<file path="config.mk">
export PLATFORM = sky130hd
export DESIGN_NAME = score_display
export DESIGN_NICKNAME = d
export VERILOG_FILES = /design/src/rtl/score_display.sv
export SDC_FILE = /design/constraint.sdc
export NUM_CORES = 1
export LEC_CHECK = 0
export BUFFER_PORTS_ARGS = -buffer_cell sky130_fd_sc_hd__buf_4
export CORE_MARGIN = 5
export CORE_UTILIZATION = 60
export CTS_CLUSTER_DIAMETER = 100
export CTS_CLUSTER_SIZE = 16
export DETAILED_ROUTE_END_ITERATION = 8
export PLACE_DENSITY = 0.86
export SETUP_SLACK_MARGIN = 0.02
export SYNTH_ARGS = -nofsm -noshare
export SYNTH_HDL_FRONTEND = slang
export SYNTH_SLANG_ARGS = --single-unit
</file>
<file path="constraint.sdc">
create_clock -name clk -period 6 [get_ports clk]
set_input_delay 0.9 -clock clk [delete_from_list [all_inputs] [get_ports clk]]
set_output_delay 0.9 -clock clk [all_outputs]
set_load 0.1 [all_outputs]
</file>
<file path="src/rtl/score_display.sv">
// N-digit BCD score counter with persistent high score, driving a multiplexed
// 7-segment display (one shared segment bus, one-hot digit select).
module score_display #(
    parameter int DIGITS        = 2,
    parameter int DWELL_CYCLES  = 1,
    parameter bit BLANK_LEADING = 1
) (
    input  logic                  clk,
    input  logic                  rst,
    input  logic                  clear,
    input  logic                  inc,
    input  logic                  dec,
    input  logic                  wrap_mode,
    input  logic                  ena,
    input  logic                  invert,
    output logic [DIGITS*4-1:0]   score,
    output logic [DIGITS*4-1:0]   high_score,
    output logic                  new_high,
    output logic                  overflow,
    output logic [6:0]            segments,
    output logic [DIGITS-1:0]     digits
);

    localparam int                W          = DIGITS * 4;
    localparam int                IDX_W      = (DIGITS > 1) ? $clog2(DIGITS) : 1;
    localparam logic [15:0]       DWELL_LAST = 16'(DWELL_CYCLES - 1);
    localparam logic [IDX_W-1:0]  IDX_LAST   = IDX_W'(DIGITS - 1);
    localparam logic [W-1:0]      NINES      = {DIGITS{4'h9}};

    function automatic logic [W-1:0] bcd_inc(input logic [W-1:0] v);
        logic [W-1:0] r;
        logic         carry;
        r     = v;
        carry = 1'b1;
        for (int i = 0; i < DIGITS; i++) begin
            if (carry) begin
                if (v[i*4 +: 4] == 4'd9) begin
                    r[i*4 +: 4] = 4'd0;
                end else begin
                    r[i*4 +: 4] = v[i*4 +: 4] + 4'd1;
                    carry       = 1'b0;
                end
            end
        end
        return r;
    endfunction

    function automatic logic [W-1:0] bcd_dec(input logic [W-1:0] v);
        logic [W-1:0] r;
        logic         borrow;
        r      = v;
        borrow = 1'b1;
        for (int i = 0; i < DIGITS; i++) begin
            if (borrow) begin
                if (v[i*4 +: 4] == 4'd0) begin
                    r[i*4 +: 4] = 4'd9;
                end else begin
                    r[i*4 +: 4] = v[i*4 +: 4] - 4'd1;
                    borrow      = 1'b0;
                end
            end
        end
        return r;
    endfunction

    // Segment order {g,f,e,d,c,b,a}, active-high.
    function automatic logic [6:0] seg_decode(input logic [3:0] d);
        logic [6:0] s;
        case (d)
            4'd0:    s = 7'b0111111;
            4'd1:    s = 7'b0000110;
            4'd2:    s = 7'b1011011;
            4'd3:    s = 7'b1001111;
            4'd4:    s = 7'b1100110;
            4'd5:    s = 7'b1101101;
            4'd6:    s = 7'b1111101;
            4'd7:    s = 7'b0000111;
            4'd8:    s = 7'b1111111;
            4'd9:    s = 7'b1101111;
            default: s = 7'b0000000;
        endcase
        return s;
    endfunction

    logic [W-1:0]      score_q, high_q, score_d;
    logic              new_high_q, overflow_q, ovf_d, high_up;
    logic [15:0]       dwell_q;
    logic [IDX_W-1:0]  idx_q;
    logic [3:0]        cur_digit;
    logic              lead_blank, upper_zero;
    logic [6:0]        seg_p0, segments_q;
    logic [DIGITS-1:0] sel_p0, digits_q;

    // Score command decode; BCD values compare correctly as plain unsigned.
    always_comb begin
        score_d = score_q;
        ovf_d   = 1'b0;
        if (clear) begin
            score_d = '0;
        end else if (inc ^ dec) begin
            if (inc) begin
                if (score_q == NINES) begin
                    ovf_d = 1'b1;
                    if (wrap_mode) score_d = '0;
                end else begin
                    score_d = bcd_inc(score_q);
                end
            end else begin
                if (score_q == '0) begin
                    ovf_d = 1'b1;
                    if (wrap_mode) score_d = NINES;
                end else begin
                    score_d = bcd_dec(score_q);
                end
            end
        end
        high_up = (score_d > high_q);
    end

    always_ff @(posedge clk) begin
        if (rst) begin
            score_q    <= '0;
            high_q     <= '0;
            new_high_q <= 1'b0;
            overflow_q <= 1'b0;
        end else begin
            score_q    <= score_d;
            overflow_q <= ovf_d;
            new_high_q <= high_up;
            if (high_up) high_q <= score_d;
        end
    end

    always_ff @(posedge clk) begin
        if (rst) begin
            dwell_q <= '0;
            idx_q   <= '0;
        end else if (dwell_q == DWELL_LAST) begin
            dwell_q <= '0;
            idx_q   <= (idx_q == IDX_LAST) ? '0 : idx_q + 1'b1;
        end else begin
            dwell_q <= dwell_q + 16'd1;
        end
    end

    // Stage p0: select active digit, apply blanking and polarity.
    always_comb begin
        cur_digit  = score_q[3:0];
        lead_blank = 1'b0;
        upper_zero = 1'b1;
        for (int i = DIGITS - 1; i >= 0; i--) begin
            upper_zero = upper_zero && (score_q[i*4 +: 4] == 4'd0);
            if (idx_q == IDX_W'(i)) begin
                cur_digit  = score_q[i*4 +: 4];
                lead_blank = BLANK_LEADING && (i > 0) && upper_zero;
            end
        end
        seg_p0 = (!ena || lead_blank) ? 7'd0 : seg_decode(cur_digit);
        sel_p0 = DIGITS'(1) << idx_q;
        if (invert) begin
            seg_p0 = ~seg_p0;
            sel_p0 = ~sel_p0;
        end
    end

    always_ff @(posedge clk) begin
        if (rst) begin
            segments_q <= invert ? 7'h7F : 7'h00;
            digits_q   <= invert ? '1 : '0;
        end else begin
            segments_q <= seg_p0;
            digits_q   <= sel_p0;
        end
    end

    assign score      = score_q;
    assign high_score = high_q;
    assign new_high   = new_high_q;
    assign overflow   = overflow_q;
    assign segments   = segments_q;
    assign digits     = digits_q;

endmodule

</file>
After elaboration in Yosys (flattened, before gate mapping)
Memory sizes are Yosys's and may differ from the RTL's. Index checks and enable logic that the tools add are counted.

ROM bits: 112. Bits in writable memories: 0. Logic and storage cells: 68. Bits of input ports: 8. Register bits after elaboration: 44. Memories: 1. Latch bits: 0.

Memories: (no name shown) (words 16, width 7, read ports 1, clocked after memory_dff 0, wr ports 0, line 69) `case (d)`.

Divide/modulo/power cells: 0. Shifts and indexed selects: 1. $add $sub $neg: 6. Multiplexer cells: 36. Order comparisons: 1. Reductions and logical operators: 8. Multiply operators: 0. Bitwise logic cells: 4. Eq/ne operators: 3.

Operators with widths (number): 8-bit 2-to-1 mux (7); 4-bit 2-to-1 mux (7); 7-bit 2-to-1 mux (4); 16-bit by 1-bit adder with 16-bit output, second input constant (1); 16-bit logical NOT (1); 1-bit 2-to-1 mux (15); 4-bit by 1-bit adder with 4-bit output, second input constant (2); 4-bit == test, second input constant (2); 8-bit == test, second input constant (1); 8-bit > comparator (1); 4-bit logical NOT (2); 8-bit logical NOT (1); 4-bit by 1-bit subtractor with 4-bit output, second input constant (2); 7-bit inverter (1); 2-bit 2-to-1 mux (3); 3-bit OR reduction (1); 2-bit inverter (1); 2-bit OR reduction (1); 1-bit by 1-bit left shift with 2-bit output, first input constant (1); 1-bit adder, second input constant (1); 1-bit logical NOT (1); 1-bit logical OR (1); 1-bit inverter (1); 1-bit XOR (1).

Longest topological paths before layout
Depth in word-level cells: 12. Mapped depth: 16.

Worst setup path before layout
Ideal clock, no wire load.

Path type: reg2reg. From: reg score_q[0] (netlist: score[0]). To: reg high_q[3] (netlist: high_score[3]). Arrival time: 3594 ps. Slack: 2285 ps. Library setup time: 121 ps. Path buffers: 1. Data required time: 5879 ps. Cell stages (with the launch flop): 14. Path through: dfxtp_1 -> ha_1 -> nand3b_1 -> or3_1 -> a22o_1 -> a22o_1 -> nand2b_1 -> ha_1 -> and4b_1 -> a211oi_1 -> o22ai_1 -> buf_2 -> nor2_1 -> a2bb2o_1.

Word-level cells in the longest chain between the ends: 12. Elaborated cells between the ends (all ways): 28.

RTL lines: start: declaration (line 85) `logic [W-1:0] score_q, high_q, score_d;`; start signal: assignment (line 127) `score_q <= score_d;`; 4-bit == test or 4-bit logical NOT (tied branches); 1-bit 2-to-1 mux, on equally long branches (line 37, 55); 1-bit 2-to-1 mux, on equally long branches (line 102, 109); 1-bit 2-to-1 mux (line 101) `if (inc) begin`; 1-bit 2-to-1 mux (line 100) `end else if (inc ^ dec) begin`; 1-bit 2-to-1 mux (line 98) `if (clear) begin`; 4-bit 2-to-1 mux, on equally long branches (line 36, 54); 8-bit 2-to-1 mux, on equally long branches (line 102, 109); 8-bit 2-to-1 mux (line 101); 8-bit 2-to-1 mux (*) (line 100); 8-bit 2-to-1 mux (*) (line 98); 8-bit > comparator (line 117) `high_up = (score_d > high_q);`; end signal: assignment (line 130) `if (high_up) high_q <= score_d;`; end: declaration (line 85).

Mark *: on every way between the ends. The rest lies on a longest branch, timed or not. The select of a mux whose other input is x is not followed. A chain may end at the register's enable or synchronous reset.

Worst setup path in the final report
From: reg score_q[0] (netlist: score[0]). To: reg high_q[0] (netlist: high_score[0]).

Same word-level chain as after synthesis.

==> run metrics <==
PnR worst setup slack 2.149 ns; launching point of the worst reg2reg path score[0]; quantity of hold-fixing buffers added after cts 0; post-route cell area 3084 µm²; via count of the first global-routing pass 2302; Synth top cells by count 44 x dfxtp_1, 38 x nor2_1, 26 x nand2_1; multi-input gate area in the final layout 1674 µm²; total power draw 0.8489 mW; Critical Path Fanout Max 11; top achievable clock speed 259.7 MHz; GRT overflow 0; Sw Share 0.3946; area fraction in and, or, nand and nor cells after synthesis 0.2568; Synth Area in Adders 0.09107; slowest cell on the critical path o22ai_1; Hold Path Sink dwell_q[0]; part of the power in the clock network 0.272; area taken by flip-flops and latches 880.8 µm²; Hold Vio Cnt, Final 0; Post-Route Hold Slack 0.4688 ns; number of synthesized register bits 44; number of cells produced by synthesis 326; share of synthesized flip-flops with an asynchronous set or reset 0; internal power summed over all cells 0.5139 mW; main combinational cell family by area after synthesis simple AND/OR/NAND/NOR gates; worst endpoint data arrival time 4.07 ns; per-instance average area after synthesis 8.428 µm²; flip-flop cell with the highest count after synthesis dfxtp_1; cell type with the highest aggregate area in the netlist dfxtp_1; ant diodes 0; overall die width 77.67 µm; fill cell count 363; initial cell density of the core 0.6267; count of endpoints failing setup in the final report 0; sequential-to-total area share from yosys stat 0.3206; Worst Setup Start Kind register; pre-CTS WS 1.973 ns; Hold/Removal Path Class register to register; maximum clock skew at final layout 0.01070 ns; boundary pin count 35; Initial DRC Count 112; number of gates given a new drive strength after cts 0; final wirelength 6206 µm; Wirelength per Cell 15.36 µm; worst path cell trace ha_1 > nand3b_1 > or3_1 > a22o_1 > a22o_1 > nand2b_1 > ha_1 > and4b_1 > a211oi_1 > o22ai_1 > nand2_1 > o32ai_1; mux contribution to synthesized area 0.04007; placement row count 24; maximum vdd drop 0.1771 mV; global-route wire length before repair 10750 µm; Tmin final 3.851 ns; postcts setup bufs 0; most repeated cell in the gate-level netlist after synthesis dfxtp_1; number of nets at the end of the flow 379; Placed Area 2969 µm²; First-pass DRT Iterations 4; Reg power frac 0.382; input/output buffers 34; required arrival time at the worst endpoint 6.21 ns; Num Clock Sinks 44; Mapped Nets 354; clock edge transition at the registers on the reported setup and hold paths 0.09 ns; Synth cell types 59; slack of the worst reg-to-reg path 2.15 ns; power per standard cell area 275.2 nW/µm²; CP peak stage delay 0.63 ns; P&R area growth vs syn 12.25%; antenna viol nets, final 0; post-synthesis instance area 2748 µm²; count of unresolved DRC violations after routing 0; TritonCTS clock tree done; Setup CP Type register to register; number of enable-type register cells in the synthesized netlist 0; pin slew with the least headroom to its limit 0.7996 ns; static leakage power 1.287 nW; overall global routing resource usage 0.2113; setup repair after global routing missed its margin no; Final Cycle Share 0.6418; area share of xor/xnor cells in the synthesized design 0.07650; Die Footprint 6033 µm²; Final Max Slew Viols 0; top cells by area, synth dfxtp_1 32%, ha_1 9.1%, nor2_1 5.2%; Maximum Capacitance Violations 0; relative contribution of combinational cells to total power 0.346; number of buffers created by CTS 5; top-area cell type share of the netlist area 0.3206; Placer Congestion 0.9242; number of levels in the clock H-tree 2; later-pin clock latency in the skew report 0.30 ns; number of warnings issued by yosys 0; die height 77.67 µm; end of the worst register-to-register path high_score[0]; total vias in the final route 2364; clk root buf clkbuf_8; CTS max path bufs 2; ratio of routed vias to standard cells 5.851; origin of the worst min-delay path dwell_q[0]; fraction of final layout cells with drive strength greater than 1 0.1591; worst reg2reg path depth 12; type of destination of the critical path register; synthesized-area fraction occupied by ao, oa, aoi and oai cells 0.1448; largest net degree at the start of global routing 23; result of the run finished, final reports clean; post-DP HPWL 4555 µm; instance count along the most critical hold path 1; number of antenna violations at the first check in global routing 0; switching component of the power 0.3349 mW; placeable core region 4384 µm²; remaining max-slew budget at the tightest pin 0.4670; post-route setup TNS 0 ns
## metal layers
| layer | GRT usage | share of wire | up-vias |
|---|---|---|---|
| li1 | - | - | 1190 |
| met5 | 0 | 0 | - |
| met4 | 0.06873 | 0.018 | 0 |
| met2 | 0.3506 | 0.49 | 73 |
| met3 | 0.04745 | 0.057 | 12 |
| met1 | 0.2708 | 0.43 | 1089 |
## per-stage QoR
step,util,instances
6_report,0.7035,404
5_1_grt,0.7035,404
3_3_place_gp,0.6772,396
4_1_cts,0.7035,404
2_1_floorplan,-,326
3_5_place_dp,0.6772,396
## layout make-up
| cell class | count | share of cell area |
|---|---|---|
| multi-input combinational | 241 | 0.5428 |
| sequential | 44 | 0.2856 |
| timing repair buffer | 34 | 0.08276 |
| inverter | 25 | 0.03043 |
| clock buffer | 5 | 0.02231 |
| tap | 52 | 0.02110 |
| clock inverter | 3 | 0.01501 |
## power groups by stage
stage,Clock [mW],Sequential (mW),Combinational [mW]
floorplan,0,0.456,0.115
global placement,0,0.331,0.288
detailed placement,0,0.331,0.293
CTS,0.234,0.324,0.294
global route,0.255,0.327,0.312
finish,0.231,0.324,0.294
## cell families after synthesis
| kind of cell | count (synthesis) |
|---|---|
| xor+xnor | 24 |
| buf+inv | 41 |
| simple gates | 132 |
| mux | 9 |
| compound gates | 56 |
| fa+ha+maj | 20 |
| flops | 44 |
## worst max-delay path: cells and delay by family, from the launching register on
kind	cells	cell delay, ns
AO/OA/AOI/OAI	5	1.40
adder cells (fa/ha/maj)	2	0.46
flip-flops	1	0.52
AND/OR/NAND/NOR	5	1.39
## state kept, by name (all words and copies together), names as in the netlist
name	flops
digits	2
high_score	8
overflow	1
new_high	1
dwell_q	16
score	8
segments	7
idx_q	1
## worst max-delay path by stage
stage | startpoint | slack (ns) | depth (start not counted) | to
after detailed placement | inc | 1.97 | 11 | high_score[0]
after global routing | score[1] | 1.85 | 12 | high_score[0]
final | score[0] | 2.15 | 12 | high_score[0]
after floorplan | score[0] | 2.29 | 13 | high_score[3]
after global placement | inc | 2.12 | 11 | high_score[3]
after CTS | score[1] | 2.20 | 13 | high_score[0]
## layout by cell type, fill, tap and decap left out, types with 7 or more instances in the layout
cell | netlist | layout
xor2_1 | 12 | 12
a21oi_1 | 13 | 13
nor2_1 | 38 | 38
o21ai_0 | 7 | 7
buf_4 | 5 | 34
nand2_1 | 26 | 26
nand3_1 | 10 | 10
xnor2_1 | 12 | 12
inv_1 | 24 | 24
ha_1 | 20 | 20
dfxtp_1 | 44 | 44
nand4_1 | 10 | 10
No activity file was read; power rests on OpenSTA's default activity.
